[src/rtl/prng_sched_pkg.sv]
// Shared constants, FSM state type and the xorshift32 step used by the PRNG request scheduler.
package prng_sched_pkg;

  localparam int XS_A = 13;
  localparam int XS_B = 17;
  localparam int XS_C = 5;

  typedef enum logic [1:0] {IDLE, GEN, DONE} state_t;

  function automatic logic [31:0] xs(input logic [31:0] x);
    logic [31:0] t;
    t = x ^ (x << XS_A);
    t = t ^ (t >> XS_B);
    return t ^ (t << XS_C);
  endfunction

endpackage

[src/rtl/prng_req_scheduler_if.sv]
// Requester/FIFO-side bundle of the PRNG request scheduler; master = requesters+FIFO, slave = scheduler.
// Handshake: a request on lane i is accepted in the cycle where req_valid[i] && req_ready[i];
// an output word moves in the cycle where out_valid && !fifo_full. Senders hold payload until accepted.
interface prng_req_scheduler_if #(
  parameter int NUM_REQ = 4,
  parameter int LEN_W   = 9,
  parameter int ID_W    = $clog2(NUM_REQ)
);
  import prng_sched_pkg::*;

  logic [NUM_REQ-1:0]       req_valid;
  logic [NUM_REQ*32-1:0]    req_seed;
  logic [NUM_REQ*LEN_W-1:0] req_len;
  logic [NUM_REQ-1:0]       req_ready;
  logic                     fifo_full;
  logic                     out_valid;
  logic [31:0]              out_data;
  logic [ID_W-1:0]          out_id;
  logic                     out_last;
  logic                     busy;
  logic [NUM_REQ-1:0]       done;
  state_t                   state_dbg;

  modport master (
    output req_valid, req_seed, req_len, fifo_full,
    input  req_ready, out_valid, out_data, out_id, out_last, busy, done, state_dbg
  );

  modport slave (
    input  req_valid, req_seed, req_len, fifo_full,
    output req_ready, out_valid, out_data, out_id, out_last, busy, done, state_dbg
  );

endinterface

[src/rtl/prng_xorshift32_step.sv]
// One combinational xorshift32 step (13/17/5 shifts).
module prng_xorshift32_step
  import prng_sched_pkg::*;
(
  input  logic [31:0] din,
  output logic [31:0] dout
);

  assign dout = xs(din);

endmodule

[src/rtl/prng_req_scheduler.sv]
// Round-robin scheduler sharing one xorshift32 generator among NUM_REQ seed requesters.
// Optional build macro PRNG_ZERO_SEED_GUARD_EN: a zero seed is replaced by 32'h1 at capture.
module prng_req_scheduler
  import prng_sched_pkg::*;
#(
  parameter int NUM_REQ = 4,
  parameter int LEN_W   = 9,
  parameter int ID_W    = $clog2(NUM_REQ)
) (
  input  logic clk,
  input  logic rst,
  prng_req_scheduler_if.slave bus
);

  state_t             state_q, state_d;
  logic [ID_W-1:0]    ptr_q, ptr_d;
  logic [ID_W-1:0]    id_q, id_d;
  logic [LEN_W-1:0]   len_q, len_d;
  logic [LEN_W-1:0]   cnt_q, cnt_d;
  logic [31:0]        data_q, data_d;
  logic               valid_q, valid_d;
  logic               last_q, last_d;
  logic [NUM_REQ-1:0] req_ready;

  logic               grant_any;
  logic [ID_W-1:0]    grant_id;
  logic [31:0]        cap_seed;
  logic [31:0]        seed_eff;
  logic [LEN_W-1:0]   cap_len;
  logic [31:0]        step_in;
  logic [31:0]        step_out;

  // Scan downward so the lowest offset from the pointer is written last and wins.
  always_comb begin
    grant_any = 1'b0;
    grant_id  = '0;
    for (int k = NUM_REQ - 1; k >= 0; k--) begin
      if (bus.req_valid[ID_W'(ptr_q + ID_W'(k))]) begin
        grant_any = 1'b1;
        grant_id  = ID_W'(ptr_q + ID_W'(k));
      end
    end
  end

  assign cap_seed = bus.req_seed[32*grant_id +: 32];
  assign cap_len  = bus.req_len[LEN_W*grant_id +: LEN_W];

`ifdef PRNG_ZERO_SEED_GUARD_EN
  assign seed_eff = (cap_seed == 32'h0) ? 32'h0000_0001 : cap_seed;
`else
  assign seed_eff = cap_seed;
`endif

  // The single generator step seeds from the captured seed in IDLE, otherwise feeds back.
  assign step_in = (state_q == IDLE) ? seed_eff : data_q;

  prng_xorshift32_step u_step (
    .din  (step_in),
    .dout (step_out)
  );

  always_comb begin
    state_d   = state_q;
    ptr_d     = ptr_q;
    id_d      = id_q;
    len_d     = len_q;
    cnt_d     = cnt_q;
    data_d    = data_q;
    valid_d   = valid_q;
    last_d    = last_q;
    req_ready = '0;
    case (state_q)
      IDLE: begin
        if (grant_any) begin
          req_ready[grant_id] = 1'b1;
          id_d  = grant_id;
          ptr_d = ID_W'(grant_id + 1'b1);
          len_d = cap_len;
          cnt_d = '0;
          if (cap_len != '0) begin
            state_d = GEN;
            data_d  = step_out;
            valid_d = 1'b1;
            last_d  = (cap_len == LEN_W'(1));
          end else begin
            state_d = DONE;
          end
        end
      end
      GEN: begin
        if (valid_q && !bus.fifo_full) begin
          data_d = step_out;
          cnt_d  = cnt_q + 1'b1;
          if (last_q) begin
            state_d = DONE;
            valid_d = 1'b0;
            last_d  = 1'b0;
          end else begin
            // Next count equals len-1, i.e. the word after this transfer is the final one.
            last_d = (({1'b0, cnt_q} + (LEN_W+1)'(2)) == {1'b0, len_q});
          end
        end
      end
      DONE:    state_d = IDLE;
      default: state_d = IDLE;
    endcase
  end

  always_ff @(posedge clk) begin
    if (rst) begin
      state_q <= IDLE;
      ptr_q   <= '0;
      id_q    <= '0;
      len_q   <= '0;
      cnt_q   <= '0;
      data_q  <= '0;
      valid_q <= 1'b0;
      last_q  <= 1'b0;
    end else begin
      state_q <= state_d;
      ptr_q   <= ptr_d;
      id_q    <= id_d;
      len_q   <= len_d;
      cnt_q   <= cnt_d;
      data_q  <= data_d;
      valid_q <= valid_d;
      last_q  <= last_d;
    end
  end

  assign bus.req_ready = req_ready;
  assign bus.out_valid = valid_q;
  assign bus.out_data  = data_q;
  assign bus.out_id    = id_q;
  assign bus.out_last  = last_q;
  assign bus.busy      = (state_q != IDLE);
  assign bus.done      = (state_q == DONE) ? (NUM_REQ'(1) << id_q) : '0;
  assign bus.state_dbg = state_q;

endmodule

[src/flat_wrapper.sv]
// flat-port wrapper written by rule: the top's interface ports become plain ports
module prng_req_scheduler_flat import prng_sched_pkg::*;
#(
  parameter int NUM_REQ = 4,
  parameter int LEN_W   = 9,
  parameter int ID_W    = $clog2(NUM_REQ)
)
  (clk, rst, bus_req_valid, bus_req_seed, bus_req_len, bus_fifo_full, bus_req_ready, bus_out_valid, bus_out_data, bus_out_id, bus_out_last, bus_busy, bus_done, bus_state_dbg);
  prng_req_scheduler_if #(.NUM_REQ(NUM_REQ), .LEN_W(LEN_W), .ID_W(ID_W)) bus_i ();
  input  logic clk;
  input  logic rst;
  input wire logic [$bits(bus_i.req_valid)-1:0] bus_req_valid;
  input wire logic [$bits(bus_i.req_seed)-1:0] bus_req_seed;
  input wire logic [$bits(bus_i.req_len)-1:0] bus_req_len;
  input wire logic [$bits(bus_i.fifo_full)-1:0] bus_fifo_full;
  output wire logic [$bits(bus_i.req_ready)-1:0] bus_req_ready;
  output wire logic [$bits(bus_i.out_valid)-1:0] bus_out_valid;
  output wire logic [$bits(bus_i.out_data)-1:0] bus_out_data;
  output wire logic [$bits(bus_i.out_id)-1:0] bus_out_id;
  output wire logic [$bits(bus_i.out_last)-1:0] bus_out_last;
  output wire logic [$bits(bus_i.busy)-1:0] bus_busy;
  output wire logic [$bits(bus_i.done)-1:0] bus_done;
  output wire logic [$bits(bus_i.state_dbg)-1:0] bus_state_dbg;
  assign bus_i.req_valid = bus_req_valid;
  assign bus_i.req_seed = bus_req_seed;
  assign bus_i.req_len = bus_req_len;
  assign bus_i.fifo_full = bus_fifo_full;
  assign bus_req_ready = bus_i.req_ready;
  assign bus_out_valid = bus_i.out_valid;
  assign bus_out_data = bus_i.out_data;
  assign bus_out_id = bus_i.out_id;
  assign bus_out_last = bus_i.out_last;
  assign bus_busy = bus_i.busy;
  assign bus_done = bus_i.done;
  assign bus_state_dbg = bus_i.state_dbg;
  prng_req_scheduler #(.NUM_REQ(NUM_REQ), .LEN_W(LEN_W), .ID_W(ID_W)) u_core (.clk(clk), .rst(rst), .bus(bus_i));
endmodule
[config.mk]
export PLATFORM = sky130hd
export DESIGN_NAME = prng_req_scheduler_flat
export DESIGN_NICKNAME = d
export VERILOG_FILES = /design/src/rtl/prng_sched_pkg.sv /design/src/rtl/prng_req_scheduler_if.sv /design/src/rtl/prng_xorshift32_step.sv /design/src/rtl/prng_req_scheduler.sv /design/src/flat_wrapper.sv
export SDC_FILE = /design/constraint.sdc
export NUM_CORES = 1
export LEC_CHECK = 0
export CORE_MARGIN = 2
export CORE_UTILIZATION = 46
export CTS_CLUSTER_SIZE = 30
export DETAILED_ROUTE_END_ITERATION = 7
export PLACE_DENSITY = 0.95
export SETUP_SLACK_MARGIN = 0.05
export SYNTH_ARGS = -nofsm -noshare
export SYNTH_HDL_FRONTEND = slang
export SYNTH_SLANG_ARGS = --single-unit
export TNS_END_PERCENT = 30
[constraint.sdc]
create_clock -name clk -period 4.31 [get_ports clk]
set_input_delay 0.431 -clock clk [delete_from_list [all_inputs] [get_ports clk]]
set_output_delay 0.431 -clock clk [all_outputs]
set_load 0.01 [all_outputs]
-- Word level (Yosys, flattened, before mapping)
Cells that the tools add are included.
- input bits: 171
- bits in latches: 0
- word-level logic and storage cells: 91
- output and inout port bits: 47
- register bits: 58
- memories kept: 0
- bits in read-only memories: 0
- bits in writable memories: 0
- multipliers: 1
- mux-type cells: 44
- equality and inequality tests: 8
- order comparisons: 6
- reductions and logical operators: 12
- div/mod/pow operators: 0
- bitwise operators: 3
- shift operators: 3
- add/sub/neg operators: 6
- operators with widths (operator ; count):
    $mux 32 ; 4
    $shiftx 128x8->32 ; 1
    $pmux 32 s2 ; 1
    $xor 32x32->32 ; 2
    $shiftx 36x7->9 ; 1
    $xor 32x15->32 ; 1
    $mux 9 ; 2
    $pmux 9 s2 ; 1
    $mux 1 ; 17
    $mux 2 ; 8
    $lt 2x3->1 const B ; 5
    $mux 4 ; 3
    $add 9x2->10 const B ; 1
    $eq 10x9->1 ; 1
    $add 9x1->9 const B ; 1
    $eq 9x1->1 const B ; 1
    $reduce_bool 9->1 ; 1
    $bmux 1 s2 ; 4
    $mul 4x2->6 const A ; 1
    $ne 2x1->1 const B ; 3
    $reduce_and 3->1 ; 2
    $reduce_and 5->1 ; 1
    $add 2x1->2 const B ; 2
    $add 2x2->2 const B ; 2
    14 further kinds ; 17

-- Depth between registers and ports, before layout
- depth after elaboration: 15
- gate-level depth with buffers: 12
- mapped depth without buffers: 10

-- Hierarchy
From an unflattened synthesis, not the netlist that was laid out.
- cell total of the unflattened synthesis: 745
- area, all modules: 5151.2 um2
- modules (own cells, without submodules) (module ; cells an instance ; seq. area each (um2) ; area each (um2) ; times used):
    prng_req_scheduler ; 687 ; 1161.1 ; 4381.7 ; 1
    prng_xorshift32_step ; 58 ; 0.0 ; 769.5 ; 1

-- Worst setup path before layout
No wires, ideal clock.
- path kind: input-to-reg
- from: input bus_req_valid[2]
- to: register u_core.data_q[27] (netlist: u_core.bus.out_data[27])
- path buffers: 2
- cell stages on the path: 11
- arrival time: 2.754 ns
- slack: 1.428 ns
- data required time: 4.182 ns
- library setup time: 0.128 ns
- path through: nor2b_2 a221o_2 buf_6 and3_1 a211oi_1 o22ai_1 or4_4 o21ai_4 buf_6 mux2i_1 nor2_1
- cells in the longest elaborated chain, start to end: 14
- elaborated cells between the ends (all ways): 31
- classes of those cells: mul: 1; eq/ne: 2; shift: 2; mux: 21; bitwise: 3; reduce/logical: 2
- RTL lines (item ; RTL line ; text):
    from (decl) ; flat_wrapper.sv:12 ; input wire logic [$bits(bus_i.req_valid)-1:0] bus_req_valid;
    branches (longest 14 deep; another with $mul 4x2->6) ; n/a ;
    to (signal assigned) ; prng_req_scheduler.sv:125 ; data_q <= data_d;
    to (decl) ; prng_req_scheduler.sv:20 ; logic [31:0] data_q, data_d;
Several ways; the timed one is not identified. The select of a mux whose other input is x is not followed.
A chain may end at the register's enable or synchronous reset.

-- Final worst setup path
- from: input bus_req_valid[2]
- to: register u_core.data_q[7] (netlist: u_core.bus.out_data[7])
Same word-level chain as after synthesis.

==> flow_summary.json <==
{
  "power_density_nw_per_um2": 490,
  "grt_max_degree": 52,
  "rsz0062_at_grt": "false",
  "cts_num_sinks": 58,
  "netSwitchingPower_mw": 1.46,
  "total_power_mw": 3.59,
  "wl_met2_mm": 9.52,
  "die_y_um": 106,
  "wl_met3_mm": 1.95,
  "synthesis.area_um2": 4820,
  "finalMaxSlewViolations": 0,
  "highest_layer": "met4",
  "synth_most_common_cell": "dfxtp_1",
  "overflow": 0,
  "synth_nets": 774,
  "post-cts-setup-buffers": 0,
  "setup_tns_ns": 0,
  "path_clk_slew_ns": 0.07,
  "routed_wl_mm": 19.2,
  "synth_area_leaders": "dfxtp_1 (24%), xnor2_1 (6.9%), xor2_1 (6.9%)",
  "ys_ff_latch": 58,
  "via_per_inst": 6.18,
  "hold_viol": 0,
  "p_clk_share_pct": 17.9,
  "intPower_mw": 2.13,
  "cap_violations": 0,
  "synth.distinct_cells": 62,
  "syn_inst": 597,
  "num-nets-final": 971,
  "grt_usage_pct": 33.5,
  "die_x_um": 106,
  "grt_first_pass_wirelength_mm": 29.8,
  "fin_crit_ns": 3.94,
  "rows": 37,
  "clk_latency_ns": 0.35,
  "ys_seq_area_share_pct": 24.1,
  "fmax_mhz": 254,
  "firstDrtPassIters": 5,
  "synth.top_cell.area_share_pct": 24.1,
  "ir_drop_uv": 293,
  "cts_tree": "yes",
  "ios": 218,
  "io_buffers": 217,
  "setup_viol": 0,
  "synth_edf_count": 0,
  "wl_met1_mm": 6.94,
  "drc": 0,
  "drive_gt1_share_pct": 9.39,
  "core_area_um2": 10200,
  "p_seq_share_pct": 23.5,
  "yosys_warnings": 0,
  "crit_path_start_kind": "input port",
  "worstPathArrival_ns": 4.16,
  "place_congestion": 0.973,
  "worst_slew_pin_slew_ns": 1.01,
  "path_class": "input port to flip-flop",
  "p_comb_share_pct": 58.6,
  "cts_buffers": 9,
  "h-tree-depth": 3,
  "dieArea_um2": 11300,
  "place_hpwl_mm": 14.4,
  "synthTopCellsByCount": "dfxtp_1 (58), nand3_1 (47), a211oi_1 (43)",
  "drt_iter0_drc": 685,
  "p_leak_nw": 2.77,
  "status": "finished clean",
  "period_share_pct": 91.4,
  "cp-end-kind": "flip-flop",
  "required_ns": 4.53,
  "area_delta_synth_final_pct": 51.6,
  "cts_root_buf": "clkbuf_8",
  "synth_area_leader_cell": "dfxtp_1",
  "cts_buffer_depth": 2,
  "ys_async_sr_fraction_pct": 0,
  "via_count": 5778,
  "hp-class": "flip-flop to flip-flop",
  "antenna_cells": 0,
  "wire_per_inst_um": 20.5,
  "synth_ff_type": "dfxtp_1",
  "first_global_vias": 5650,
  "ant_nets": 0,
  "avgSynthCellArea_um2": 8.08,
  "cp_max_fo": 36,
  "fin_worst_skew_ns": 0.0116,
  "relSlewSlack_pct": 32.6,
  "antenna_found_initial": 0,
  "swShare_pct": 40.7,
  "initial_core_util_pct": 47.1
}
[registers in the layout, indices dropped and copies added, names as in the netlist]
name	cells
u_core.bus.out_data	32
u_core.len_q	9
u_core.ptr_q	2
u_core.bus.out_id	2
u_core.bus.out_last	1
u_core.bus.state_dbg	2
u_core.cnt_q	9
u_core.bus.out_valid	1
[cells in the final DEF (no fill, tap or decap), types with 24 or more instances in the layout]
cell / Yosys / routed
clkdlybuf4s50_1: 0 / 216
dfxtp_1: 58 / 58
nand3_1: 47 / 47
a211oi_1: 43 / 42
nor2_1: 38 / 38
xnor2_1: 38 / 38
xor2_1: 38 / 38
and3_1: 34 / 34
o21ai_0: 33 / 33
nand2_1: 27 / 27
a21oi_1: 26 / 26
mux2i_1: 24 / 24
[worst max-delay path, stage by stage]
cell             delay, ns
clkdlybuf4s50_1       0.55
nor2b_2               0.25
a221o_2               0.46
nand2_2               0.41
a211oi_1              0.44
o22ai_1               0.16
or4_4                 0.58
o21ai_4               0.19
buf_12                0.22
nand2b_1              0.28
o21ai_0               0.16
[final timing paths]
check                                                             to  slack, ns                            startpoint  depth (start not counted)
worst max register to register  u_core.bus.out_data[13]$_SDFFE_PP0P_       0.65  u_core.bus.state_dbg[1]$_SDFFE_PP0P_                          9
worst min-delay path                    u_core.len_q[7]$_SDFFE_PP0P_       0.47          u_core.len_q[7]$_SDFFE_PP0P_                          2
worst min register to register          u_core.len_q[7]$_SDFFE_PP0P_       0.47          u_core.len_q[7]$_SDFFE_PP0P_                          2
worst max-delay path             u_core.bus.out_data[7]$_SDFFE_PP0P_       0.37                      bus_req_valid[2]                         11
[per-layer routing]
layer	global-route usage, %	up-vias
met3	9.01	88
li1	-	2591
met4	13.3	0
met1	39.9	2702
met2	57.1	397
met5	0	-
[power groups by stage]
stage | Clock [mW] | Combinational [mW] | Sequential (mW)
global route | 0.665 | 2.25 | 0.851
finish | 0.642 | 2.10 | 0.842
global placement | 0 | 1.99 | 0.835
CTS | 0.638 | 2.07 | 0.832
floorplan | 0 | 1.29 | 0.847
detailed placement | 0 | 2.05 | 0.841
[stage by stage]
stage	util (%)	area, um^2	setup slack (ns)	hold WS, ns	instances
finish	71.5	7310	0.371	0.472	935
global placement	69.0	7060	0.375	0.461	919
detailed placement	69.0	7060	0.0877	0.463	919
global route	71.5	7310	0.0837	0.496	935
floorplan	-	4820	1.43	0.448	597
CTS	71.4	7310	0.452	0.471	935
[area by class of cell]
| cell class | count | area, um^2 |
|---|---|---|
| well taps | 136 | 170 |
| repair buffers | 230 | 2280 |
| clock inverters | 5 | 100 |
| inverters | 6 | 22.5 |
| flip-flops and latches | 58 | 1160 |
| multi-input cells | 489 | 3430 |
| fillers | 714 | 2920 |
| clock buffers | 11 | 151 |
[kinds of logic (layout without fill, tap and decap cells)]
logic type      count (synthesis)  count (layout)  synth area share, %
flops                          58              58                 24.1
compound gates                155             155                 23.0
mux                            46              46                 10.2
buf+inv                        50             252                 4.88
simple gates                  205             205                 22.1
fa+ha+maj                       6               6                 1.56
xor+xnor                       77              77                 14.1
[timing repair]
action	in CTS	in global routing
resized for setup	0	1
setup endpoints to repair	0	1
hold buffers	0	0
Note: power is estimated with default switching activity, not from simulation.
